===== config.mk =====
export PLATFORM = sky130hd
export DESIGN_NAME = vx_fifo_bank
export DESIGN_NICKNAME = d
export VERILOG_FILES = /design/src/rtl/vx_fifo_bank.sv
export SDC_FILE = /design/constraint.sdc
export NUM_CORES = 1
export LEC_CHECK = 0
export BUFFER_PORTS_ARGS = -buffer_cell sky130_fd_sc_hd__buf_2
export CAP_MARGIN = 10
export CORE_ASPECT_RATIO = 2
export CORE_UTILIZATION = 54
export CTS_BUF_LIST = sky130_fd_sc_hd__clkbuf_2 sky130_fd_sc_hd__clkbuf_4 sky130_fd_sc_hd__clkbuf_8
export DETAILED_ROUTE_END_ITERATION = 7
export HOLD_SLACK_MARGIN = 0.02
export PLACE_DENSITY = 0.77
export SETUP_SLACK_MARGIN = 0.2
export SYNTH_ARGS = -nofsm -noshare
export SYNTH_HDL_FRONTEND = slang
export SYNTH_HIERARCHICAL = 1
export SYNTH_SLANG_ARGS = --single-unit

===== constraint.sdc =====
create_clock -name clk -period 2.6 [get_ports clk]
set_input_delay 0.52 -clock clk [delete_from_list [all_inputs] [get_ports clk]]
set_output_delay 0.52 -clock clk [all_outputs]
set_load 0.01 [all_outputs]

===== src/rtl/vx_fifo_bank.sv =====
// vx_fifo_bank: NUM_QUEUES independent first-word-fall-through FIFOs sharing one push port and one pop port.
// Optional push/pop error reporting is enabled by defining FIFO_BANK_CHECK_EN.
module vx_fifo_bank #(
  parameter int DATAW      = 8,
  parameter int DEPTH      = 4,
  parameter int NUM_QUEUES = 2,
  parameter int ALM_FULL   = DEPTH - 1,
  parameter int ALM_EMPTY  = 1,
  localparam int QIDW      = (NUM_QUEUES > 1) ? $clog2(NUM_QUEUES) : 1,
  localparam int SIZEW     = $clog2(DEPTH + 1)
) (
  input  logic                        clk,
  input  logic                        reset,
  input  logic                        push,
  input  logic [QIDW-1:0]             push_qid,
  input  logic [DATAW-1:0]            data_in,
  input  logic                        pop,
  input  logic [QIDW-1:0]             pop_qid,
  output logic [DATAW-1:0]            data_out,
  output logic [NUM_QUEUES-1:0]       empty,
  output logic [NUM_QUEUES-1:0]       full,
  output logic [NUM_QUEUES-1:0]       alm_empty,
  output logic [NUM_QUEUES-1:0]       alm_full,
  output logic [NUM_QUEUES*SIZEW-1:0] size,
  output logic                        err_overflow,
  output logic                        err_underflow
);

  localparam int PTRW = $clog2(DEPTH);

  logic [DATAW-1:0]      r_mem      [NUM_QUEUES][DEPTH];
  logic [PTRW-1:0]       r_wr_ptr   [NUM_QUEUES];
  logic [PTRW-1:0]       r_rd_ptr   [NUM_QUEUES];
  logic [SIZEW-1:0]      r_size     [NUM_QUEUES];
  logic [SIZEW-1:0]      w_size_nxt [NUM_QUEUES];
  logic [NUM_QUEUES-1:0] r_empty;
  logic [NUM_QUEUES-1:0] r_full;
  logic [NUM_QUEUES-1:0] r_alm_empty;
  logic [NUM_QUEUES-1:0] r_alm_full;
  logic [NUM_QUEUES-1:0] w_push_q;
  logic [NUM_QUEUES-1:0] w_pop_q;
  logic [DATAW-1:0]      w_data_out;

  // Per-queue accept decode; a full queue may take a push only while it is being popped.
  // Out-of-range queue IDs match no queue and are therefore dropped/ignored.
  always_comb begin
    w_push_q = '0;
    w_pop_q  = '0;
    for (int q = 0; q < NUM_QUEUES; q++) begin
      w_pop_q[q]    = pop && (pop_qid == QIDW'(q)) && !r_empty[q];
      w_push_q[q]   = push && (push_qid == QIDW'(q)) && (!r_full[q] || w_pop_q[q]);
      w_size_nxt[q] = r_size[q] + SIZEW'(w_push_q[q]) - SIZEW'(w_pop_q[q]);
    end
  end

  // Pointers, occupancy and status flags; flags are derived from the next size so they stay registered.
  always_ff @(posedge clk or posedge reset) begin
    if (reset) begin
      for (int q = 0; q < NUM_QUEUES; q++) begin
        r_wr_ptr[q] <= '0;
        r_rd_ptr[q] <= '0;
        r_size[q]   <= '0;
      end
      r_empty     <= '1;
      r_full      <= '0;
      r_alm_empty <= '1;
      r_alm_full  <= '0;
    end else begin
      for (int q = 0; q < NUM_QUEUES; q++) begin
        if (w_push_q[q]) begin
          r_wr_ptr[q] <= r_wr_ptr[q] + PTRW'(1);
        end
        if (w_pop_q[q]) begin
          r_rd_ptr[q] <= r_rd_ptr[q] + PTRW'(1);
        end
        r_size[q]      <= w_size_nxt[q];
        r_empty[q]     <= (w_size_nxt[q] == SIZEW'(0));
        r_full[q]      <= (w_size_nxt[q] == SIZEW'(DEPTH));
        r_alm_empty[q] <= (w_size_nxt[q] <= SIZEW'(ALM_EMPTY));
        r_alm_full[q]  <= (w_size_nxt[q] >= SIZEW'(ALM_FULL));
      end
    end
  end

  // Payload storage is intentionally left unreset.
  always_ff @(posedge clk) begin
    for (int q = 0; q < NUM_QUEUES; q++) begin
      if (w_push_q[q]) begin
        r_mem[q][r_wr_ptr[q]] <= data_in;
      end
    end
  end

  // Head-of-queue read mux selected by pop_qid.
  always_comb begin
    w_data_out = '0;
    for (int q = 0; q < NUM_QUEUES; q++) begin
      if (pop_qid == QIDW'(q)) begin
        w_data_out = r_mem[q][r_rd_ptr[q]];
      end else begin
        w_data_out = w_data_out;
      end
    end
  end

  assign data_out  = w_data_out;
  assign empty     = r_empty;
  assign full      = r_full;
  assign alm_empty = r_alm_empty;
  assign alm_full  = r_alm_full;

  for (genvar g = 0; g < NUM_QUEUES; g++) begin : g_size
    assign size[g*SIZEW +: SIZEW] = r_size[g];
  end

`ifdef FIFO_BANK_CHECK_EN
  logic r_err_ovf;
  logic r_err_udf;

  // One-cycle pulses for a dropped push or an ignored pop.
  always_ff @(posedge clk or posedge reset) begin
    if (reset) begin
      r_err_ovf <= 1'b0;
      r_err_udf <= 1'b0;
    end else begin
      r_err_ovf <= push && (w_push_q == '0);
      r_err_udf <= pop && (w_pop_q == '0);
    end
  end

  assign err_overflow  = r_err_ovf;
  assign err_underflow = r_err_udf;

  vx_fifo_bank_chk u_chk (
    .clk           (clk),
    .reset         (reset),
    .err_overflow  (r_err_ovf),
    .err_underflow (r_err_udf)
  );
`else
  assign err_overflow  = 1'b0;
  assign err_underflow = 1'b0;
`endif

endmodule

`ifdef FIFO_BANK_CHECK_EN
// Simulation reporter for the error pulses raised by vx_fifo_bank.
module vx_fifo_bank_chk (
  input logic clk,
  input logic reset,
  input logic err_overflow,
  input logic err_underflow
);

  // Report each error pulse once, in the cycle it is asserted.
  always_ff @(posedge clk) begin
    if (!reset && err_overflow) begin
      $error("vx_fifo_bank: push to full queue dropped");
    end
    if (!reset && err_underflow) begin
      $error("vx_fifo_bank: pop from empty queue ignored");
    end
  end

endmodule
`endif


==> results.cfg, run 1 <==
[route]
avgRoutedWirePerCell_um = 17.9
drt-initial-drc-count = 48
postRouteAntennaNets = 0
vias = 1834
viasPerCell = 5.15
drcViolationCount = 0
wirelength_mm = 6.38
first_pass_iters = 4

[worst_setup_path]
required_ns = 2.90
critPathArrivalTime_ns = 2.75
cp_max_fo = 5
path_class = flip-flop to flip-flop
cp-start-kind = flip-flop
setup.worst_path.end_class = flip-flop

[cts]
cts_buffer_depth = 2
clk_latency_ns = 0.35
clkSinkCount = 86
hold_buffers = 0
tritoncts = done
ctsHtreeMaxLevel = 3
numCtsBuffers = 9
cts_root_buf = clkbuf_8
clk_pin_slew_worst_paths_ns = 0.09

[layout]
fin_nets = 293
fin_util = 0.660
areaGrowthSynthToFinish_pct = 17.2
antenna_cells = 0
drive_above_1_share = 0.356
final_cells = 356

[flow_run]
maxCapViolCount = 0

[timing]
fmax_ghz = 0.407
whs_ns = 0.317
min_period_ns = 2.46
setup-violations-final = 0
hold_viol = 0
fin_crit_sh = 0.945
slew_headroom = 0.445
tns_ns = 0
skew_ns = 0.0108
slew_viol_final = 0
max_slew.worst_pin.slew_ns = 0.832
grt_setup_unrepaired = true

[min_path]
hp-class = primary input to asynchronous set/reset pin

[grt]
grt_pass1_vias = 1800
grt_overflow = 0
grt_first_pass_wirelength_mm = 9.60
grt_max_degree = 23
grt_use_met3 = 0.0509
track_usage = 0.210
grt_util_met2 = 0.381
antenna_found_initial = 0
grt-busiest-layer = met2
met1_usage = 0.212

[synthesis]
ys_warn_count = 6
ys_seq_area_frac = 0.698
synth_edf_count = 64
synth_top_area_frac = 0.541
avgSynthCellArea_um2 = 16.5
synth_flop_cell = edfxtp_1
synth-seq-cells = 86
synth_top_area_cell = edfxtp_1
synth_commonest_cells = edfxtp_1 (64), mux2i_1 (26), inv_1 (19)
ys_types = 33
synth_cells = 215
netlist_area_um2 = 3550
netlist_top_cells_area = edfxtp_1 (54%), dfrtp_1 (13%), mux2i_1 (7.3%)
postSynth.asyncResetShare = 0.256
synth_most_common_cell = edfxtp_1

[die]
rows = 41
initial_core_util = 0.563
die_area_um2 = 6920
die_h_um = 117
die_w_um = 59.3
io_pins = 38
core_area_um2 = 6310

[placed_design]
port_buffers = 35
routabilityCongestion = 0.717
dp_cells = 337
place_hpwl_mm = 4.45

[run_status]
status = completed

[pwr]
total_power_uw = 4520
ir_drop_mv = 0.767
p_leak_uw = 0.00167
powerDensity_nw_per_um2 = 1090
-- critical path, stage by stage, from the launching register on --
cell and delay, ns:
dfstp_2 0.39, or3b_4 0.39, a21oi_4 0.17, inv_2 0.06
ha_4 0.22, inv_4 0.06, ha_4 0.13, inv_2 0.04
fa_2 0.36, xor2_2 0.17, xnor2_2 0.24, and3_1 0.18
-- placed cells by master, fill, tap and decap left out, types with 2 or more instances in the layout --
master,netlist,routed
dfrtp_1,18,17
clkinvlp_4,0,3
dfstp_2,4,4
o21ai_1,0,2
xnor2_1,8,7
mux2i_1,26,26
clkbuf_8,0,9
ha_4,0,2
bufinv_16,0,2
buf_4,2,13
buf_2,4,35
inv_1,19,13
inv_2,0,5
conb_1,1,2
ha_1,12,9
nand2_1,7,7
and2_1,8,7
fa_2,0,2
nand2b_1,2,2
mux4_2,3,3
and2_2,2,2
xor2_2,0,2
edfxtp_1,64,64
o22a_1,5,5
and3_1,2,2
o221ai_1,8,8
-- timing repair --
action | 4_1_cts | 5_1_grt
endpoints found under the hold margin | 0 | 0
setup endpoints to repair | 8 | 9
pin swaps | 2 | 9
setup buffers | 1 | 2
gates resized for setup | 3 | 11
-- flip-flops by register name (all words and copies together), names as in the netlist --
signal and cells:
r_mem 64, full 2, size 6, empty 2, alm_full 2, alm_empty 2
r_rd_ptr 4, r_wr_ptr 4
-- per-layer routing --
metal	routed length, µm	part of all wire
met1	2130	0.33
met2	3780	0.59
met3	249	0.039
met4	216	0.034
met5	0	0
-- power by group --
part | switching, µW | total (µW) | internal, µW
combinational | 827 | 1570 | 740
sequential | 182 | 1960 | 1770
clock | 448 | 997 | 549
-- logic make-up after synthesis --
logic type,after synthesis,synth area share
compound gates,17,0.0419
xor+xnor,10,0.0247
fa+ha+maj,14,0.0536
buf+inv,29,0.0363
flops,86,0.698
mux,31,0.0998
other cells,1,0.00106
simple gates,27,0.0448
-- through the flow --
| step | worst slack [ns] | cell area [µm²] |
|---|---|---|
| after detailed placement | -0.243 | 3860 |
| final | 0.143 | 4160 |
| after global placement | -0.141 | 3860 |
| after floorplan | -0.153 | 3560 |
| after CTS | 0.113 | 4100 |
| after global routing | 0.0609 | 4160 |
-- cell type report --
class	instances	area, µm²
repair buffers	48	273
multi-input cells	101	1010
clock inverters	6	87.6
fillers	461	2150
flip-flops and latches	86	2480
inverters	19	73.8
clock buffers	10	131
well taps	86	108
-- final timing paths --
kind / start / endpoint / slack (ns) / depth (start not counted)
min in group clk: data_in[2] / r_mem[0][34] / 0.45 / 1
max: empty[0] / empty[0] / 0.14 / 11
max in group asynchronous: reset / r_rd_ptr[0] / 1.71 / 2
min: reset / r_rd_ptr[3] / 0.32 / 2
min reg2reg: r_rd_ptr[1] / r_rd_ptr[1] / 0.50 / 1
max reg2reg: empty[0] / empty[0] / 0.14 / 11
Note: power is estimated with default switching activity, not from simulation.
==> run 2, diff against run 1 <==
Settings changed: CORE_MARGIN set to 2.
==> run 2 against run 1 <==
Utilization grew 1.2 points. Total power grew 1.5%. Clock-buffer cell count grew 2. Die area grew 5.1%. Routed wire length grew 0.44%. Sequential power is essentially flat. First-iteration DRC count grew 35%. Critical path type unchanged. Critical endpoint unchanged. Largest cell class unchanged.
==> results.cfg, run 2 (synthesis results as in run 1) <==
[layout]
multiInputGateArea_um2 = 1040
largest_register_ffs = 64
antenna_cells = 0
final_cells = 361
fin_nets = 298
final_common_cell = edfxtp_1
drive_above_1_share = 0.393
fill_cells = 422
areaGrowthSynthToFinish_pct = 19.4
seqCellArea_um2 = 2480
layout_common_cells = edfxtp_1 (64), buf_2 (35), mux2i_1 (26)

[pwr]
total_power_uw = 4590
powerDensity_nw_per_um2 = 1080
ir_drop_mv = 0.762
p_leak_uw = 0.00170

[die]
die_w_um = 61.3
die_area_um2 = 7280
initial_core_util = 0.563
rows = 41
core_area_um2 = 6310
io_pins = 38
die_h_um = 119

[cts]
tritoncts = done
clk_latency_ns = 0.35
numCtsBuffers = 9
clk_pin_slew_worst_paths_ns = 0.08
hold_buffers = 0
cts_buffer_depth = 2
cts_root_buf = clkbuf_8
ctsHtreeMaxLevel = 3
clkSinkCount = 86

[timing]
fmax_ghz = 0.413
max_slew.worst_pin.slew_ns = 0.797
min_period_ns = 2.42
whs_ns = 0.312
setup-violations-final = 0
slew_viol_final = 0
grt_setup_unrepaired = true
fin_crit_sh = 0.931
slew_headroom = 0.468
post-route-worst-setup-slack_ns = 0.178
skew_ns = 0.00480
hold_viol = 0

[worst_setup_path]
crit_path_end = empty[0]
cp-start-kind = flip-flop
rr_worst_depth = 11
crit_start = empty[0]
critPathArrivalTime_ns = 2.71
required_ns = 2.89
cp_max_fo = 5
regToRegStartpoint = empty[0]
critPathMaxStageDelay_ns = 0.39
cp_slowest_cell = dfstp_2
crit_top_cell = inv_2
path_class = flip-flop to flip-flop
setup.worst_path.end_class = flip-flop
rrSetupSlack_ns = 0.18
timing.rr.end = empty[0]
cp_cell_sequence = or3b_4 > a21oi_4 > inv_2 > ha_4 > inv_2 > ha_4 > inv_2 > fa_2 > xor2_2 > xnor2_2 > and3_1

[min_path]
hp-class = primary input to asynchronous set/reset pin

[grt]
grt_pass1_vias = 1906
grt_first_pass_wirelength_mm = 9.63
antenna_found_initial = 0
track_usage = 0.195
grt_overflow = 0
grt_max_degree = 23

[route]
first_pass_iters = 7
avgRoutedWirePerCell_um = 17.7
vias = 1893
viasPerCell = 5.24
drt-initial-drc-count = 65
drcViolationCount = 0
postRouteAntennaNets = 0
wirelength_mm = 6.40

[run_status]
status = completed

[flow_run]
maxCapViolCount = 0

[placed_design]
dp_cells = 339
place_hpwl_mm = 4.58
place_ws_ns = -0.176
port_buffers = 35
routabilityCongestion = 0.695
## run 2: changes by cell type in the layout (fill, tap and decap cells not counted), moves of 2 or more
cell        delta
buf_4          +5
clkinvlp_4     -3
inv_1          -3
ha_4           +2
inv_2          +2
## run 2: worst min-delay path by stage
stage / slack [ns] / endpoint / depth (start not counted) / from
2_1_floorplan: 0.48 / r_rd_ptr[2] / 1 / r_rd_ptr[2]
3_3_place_gp: 0.47 / r_rd_ptr[3] / 1 / r_rd_ptr[3]
3_5_place_dp: 0.47 / r_rd_ptr[3] / 1 / r_rd_ptr[3]
4_1_cts: 0.33 / alm_full[1] / 2 / reset
5_1_grt: 0.41 / r_wr_ptr[1] / 2 / reset
6_report: 0.31 / r_wr_ptr[2] / 2 / reset
## run 2: critical path, delay by kind of cell (launching register included)
kind            cells  cell delay, ns
compound gates      1            0.19
flops               1            0.39
fa+ha+maj           3            0.69
buf+inv             3            0.15
simple gates        2            0.57
xor+xnor            2            0.40
## run 2: layout make-up
cell class,count,area share
Tap cell,86,0.0254
Timing Repair Buffer,53,0.0732
Inverter,19,0.0180
Multi-Input combinational cell,101,0.246
Sequential cell,86,0.585
Clock buffer,12,0.0360
Clock inverter,4,0.0165
## run 2: power by group
group	internal (µW)	switching, µW	total, µW
clock network	586	422	1010
logic	788	810	1600
registers	1780	207	1980
total	3150	1440	4590
## run 2: routing by layer
layer | up-vias | part of all wire | global-route usage
met1 | 939 | 0.36 | 0.216
met5 | - | 0 | 0
met2 | 55 | 0.58 | 0.340
met4 | 0 | 0.022 | 0.0864
li1 | 887 | - | -
met3 | 12 | 0.038 | 0.0416
## run 2: timing repair
| action | in CTS | in global routing |
|---|---|---|
| pin swaps | 6 | 10 |
| endpoints found under the setup margin | 14 | 10 |
| gates resized for setup | 7 | 16 |
| buffers inserted | 2 | 4 |
## run 2: stage by stage
step,utilization,setup TNS (ns),area [µm²]
after detailed placement,0.614,-0.823,3880
after global placement,0.614,-0.506,3880
after global routing,0.672,0,4240
final,0.672,0,4240
after CTS,0.658,0,4150
after floorplan,-,-0.592,3560
==> run 3, diff against run 2 <==
Settings changed: PLACE_DENSITY 0.77 to not set, PLACE_DENSITY_LB_ADDON set to 0.12.
==> run 3 against run 2 <==
Clock power fell by 24%. Worst setup slack got worse by 0.0037 ns. Fmax fell by 0.15%. Critical path type unchanged.
==> results.cfg, run 3 (synthesis results as in run 1) <==
[route]
postRouteAntennaNets = 0
vias = 1832
first_pass_iters = 4
drcViolationCount = 0
viasPerCell = 5.20
avgRoutedWirePerCell_um = 17.3
drt-initial-drc-count = 66
wirelength_mm = 6.09

[grt]
grt_pass1_vias = 1964
grt_max_degree = 23
grt_overflow = 0
grt_first_pass_wirelength_mm = 9.40
track_usage = 0.190
antenna_found_initial = 0

[worst_setup_path]
critPathMaxStageDelay_ns = 0.41
crit_family = adder cells
cp_cell_sequence = or3b_4 > a21oi_4 > inv_1 > ha_1 > inv_1 > ha_1 > inv_1 > fa_2 > xor2_2 > xnor2_2 > and3_1
setup.worst_path.end_class = flip-flop
cp_max_fo = 5
crit_top_cell = inv_1
cp_slowest_cell = or3b_4
required_ns = 2.89
critPathArrivalTime_ns = 2.72
critPathBufInv = 3
cp-start-kind = flip-flop
path_class = flip-flop to flip-flop

[layout]
layout_common_cells = edfxtp_1 (64), buf_2 (35), mux2i_1 (26)
areaGrowthSynthToFinish_pct = 14.2
fin_nets = 290
multiInputGateArea_um2 = 985
fill_cells = 485
seqCellArea_um2 = 2480
drive_above_1_share = 0.316
largest_register_ffs = 64
final_common_cell = edfxtp_1
antenna_cells = 0
final_cells = 352

[pwr]
ir_drop_mv = 0.700
switchingPower_uw = 1360
p_leak_uw = 0.00164
seqPwrFrac = 0.477
total_power_uw = 4190
powerDensity_nw_per_um2 = 1030
power_frac_comb = 0.339
switching_share = 0.325
pwr-share-clk = 0.184
p_int_uw = 2830

[timing]
tns_ns = 0
slew_headroom = 0.433
slew_viol_final = 0
max_slew.worst_pin.slew_ns = 0.850
fmax_ghz = 0.412
whs_ns = 0.339
setup-violations-final = 0
grt_setup_unrepaired = true
post-route-worst-setup-slack_ns = 0.175
fin_crit_sh = 0.933
min_period_ns = 2.43
hold_viol = 0
skew_ns = 0.00413

[die]
rows = 41
die_area_um2 = 7280
die_w_um = 61.3
die_h_um = 119
initial_core_util = 0.563
core_area_um2 = 6310
io_pins = 38

[flow_run]
maxCapViolCount = 0

[cts]
cts_buffer_depth = 2
cts_root_buf = clkbuf_8
hold_buffers = 0
clk_pin_slew_worst_paths_ns = 0.07
clkSinkCount = 86
numCtsBuffers = 9
ctsHtreeMaxLevel = 3
tritoncts = done
clk_latency_ns = 0.34

[min_path]
hp-class = primary input to asynchronous set/reset pin

[run_status]
status = completed

[placed_design]
port_buffers = 35
routabilityCongestion = 0.694
place_ws_ns = -0.137
dp_cells = 336
place_hpwl_mm = 4.24
## run 3: cell count changes in the layout (fill, tap and decap cells not counted), moves of 2 or more
cell       before  now
buf_4          18   10
ha_4            4    0
inv_4           2    0
inv_2           7    2
clkinv_1        0    2
bufinv_16       2    0
inv_1          10   17
ha_1            8   11
## run 3: cell type report
type	instances	share of cell area
multi-input combinational	101	0.243
tap	86	0.0265
timing repair buffer	45	0.0617
inverter	19	0.0176
sequential	86	0.612
clock inverter	3	0.00309
clock buffer	12	0.0361
## run 3: what timing repair did
item / 4_1_cts / 5_1_grt
pin swaps: 2 / 1
setup buffers: 0 / 1
setup endpoints to repair: 14 / 11
gates resized for setup: 4 / 3
## run 3: worst paths after layout
| path | slack (ns) | depth (start not counted) | start | end |
|---|---|---|---|---|
| worst max register to register | 0.17 | 11 | empty[0] | empty[0] |
| worst min register to register | 0.47 | 1 | r_rd_ptr[3] | r_rd_ptr[3] |
| worst max-delay path | 0.17 | 11 | empty[0] | empty[0] |
| worst min-delay path | 0.34 | 2 | reset | alm_full[1] |
| min in group clk | 0.45 | 1 | data_in[2] | r_mem[0][10] |
| max in group asynchronous | 1.65 | 2 | reset | r_rd_ptr[1] |
## run 3: metrics by stage
stage	cell area, µm²	utilization
6_report	4060	0.643
5_1_grt	4060	0.643
4_1_cts	4030	0.639
3_5_place_dp	3850	0.611
3_3_place_gp	3850	0.611
2_1_floorplan	3560	-
## run 3: routing by layer
metal,part of all wire,GRT usage,vias up
met3,0.041,0.0646,8
met1,0.34,0.183,910
met4,0.027,0.0931,0
met5,0,0,-
met2,0.59,0.334,50
li1,-,-,864
## run 3: power groups by stage
stage | Combinational [µW] | Sequential, µW | Clock, µW
floorplan | 988 | 1950 | 0
global placement | 1360 | 2010 | 0
detailed placement | 1380 | 2010 | 0
CTS | 1410 | 1990 | 795
global route | 1580 | 2040 | 844
finish | 1420 | 2000 | 770
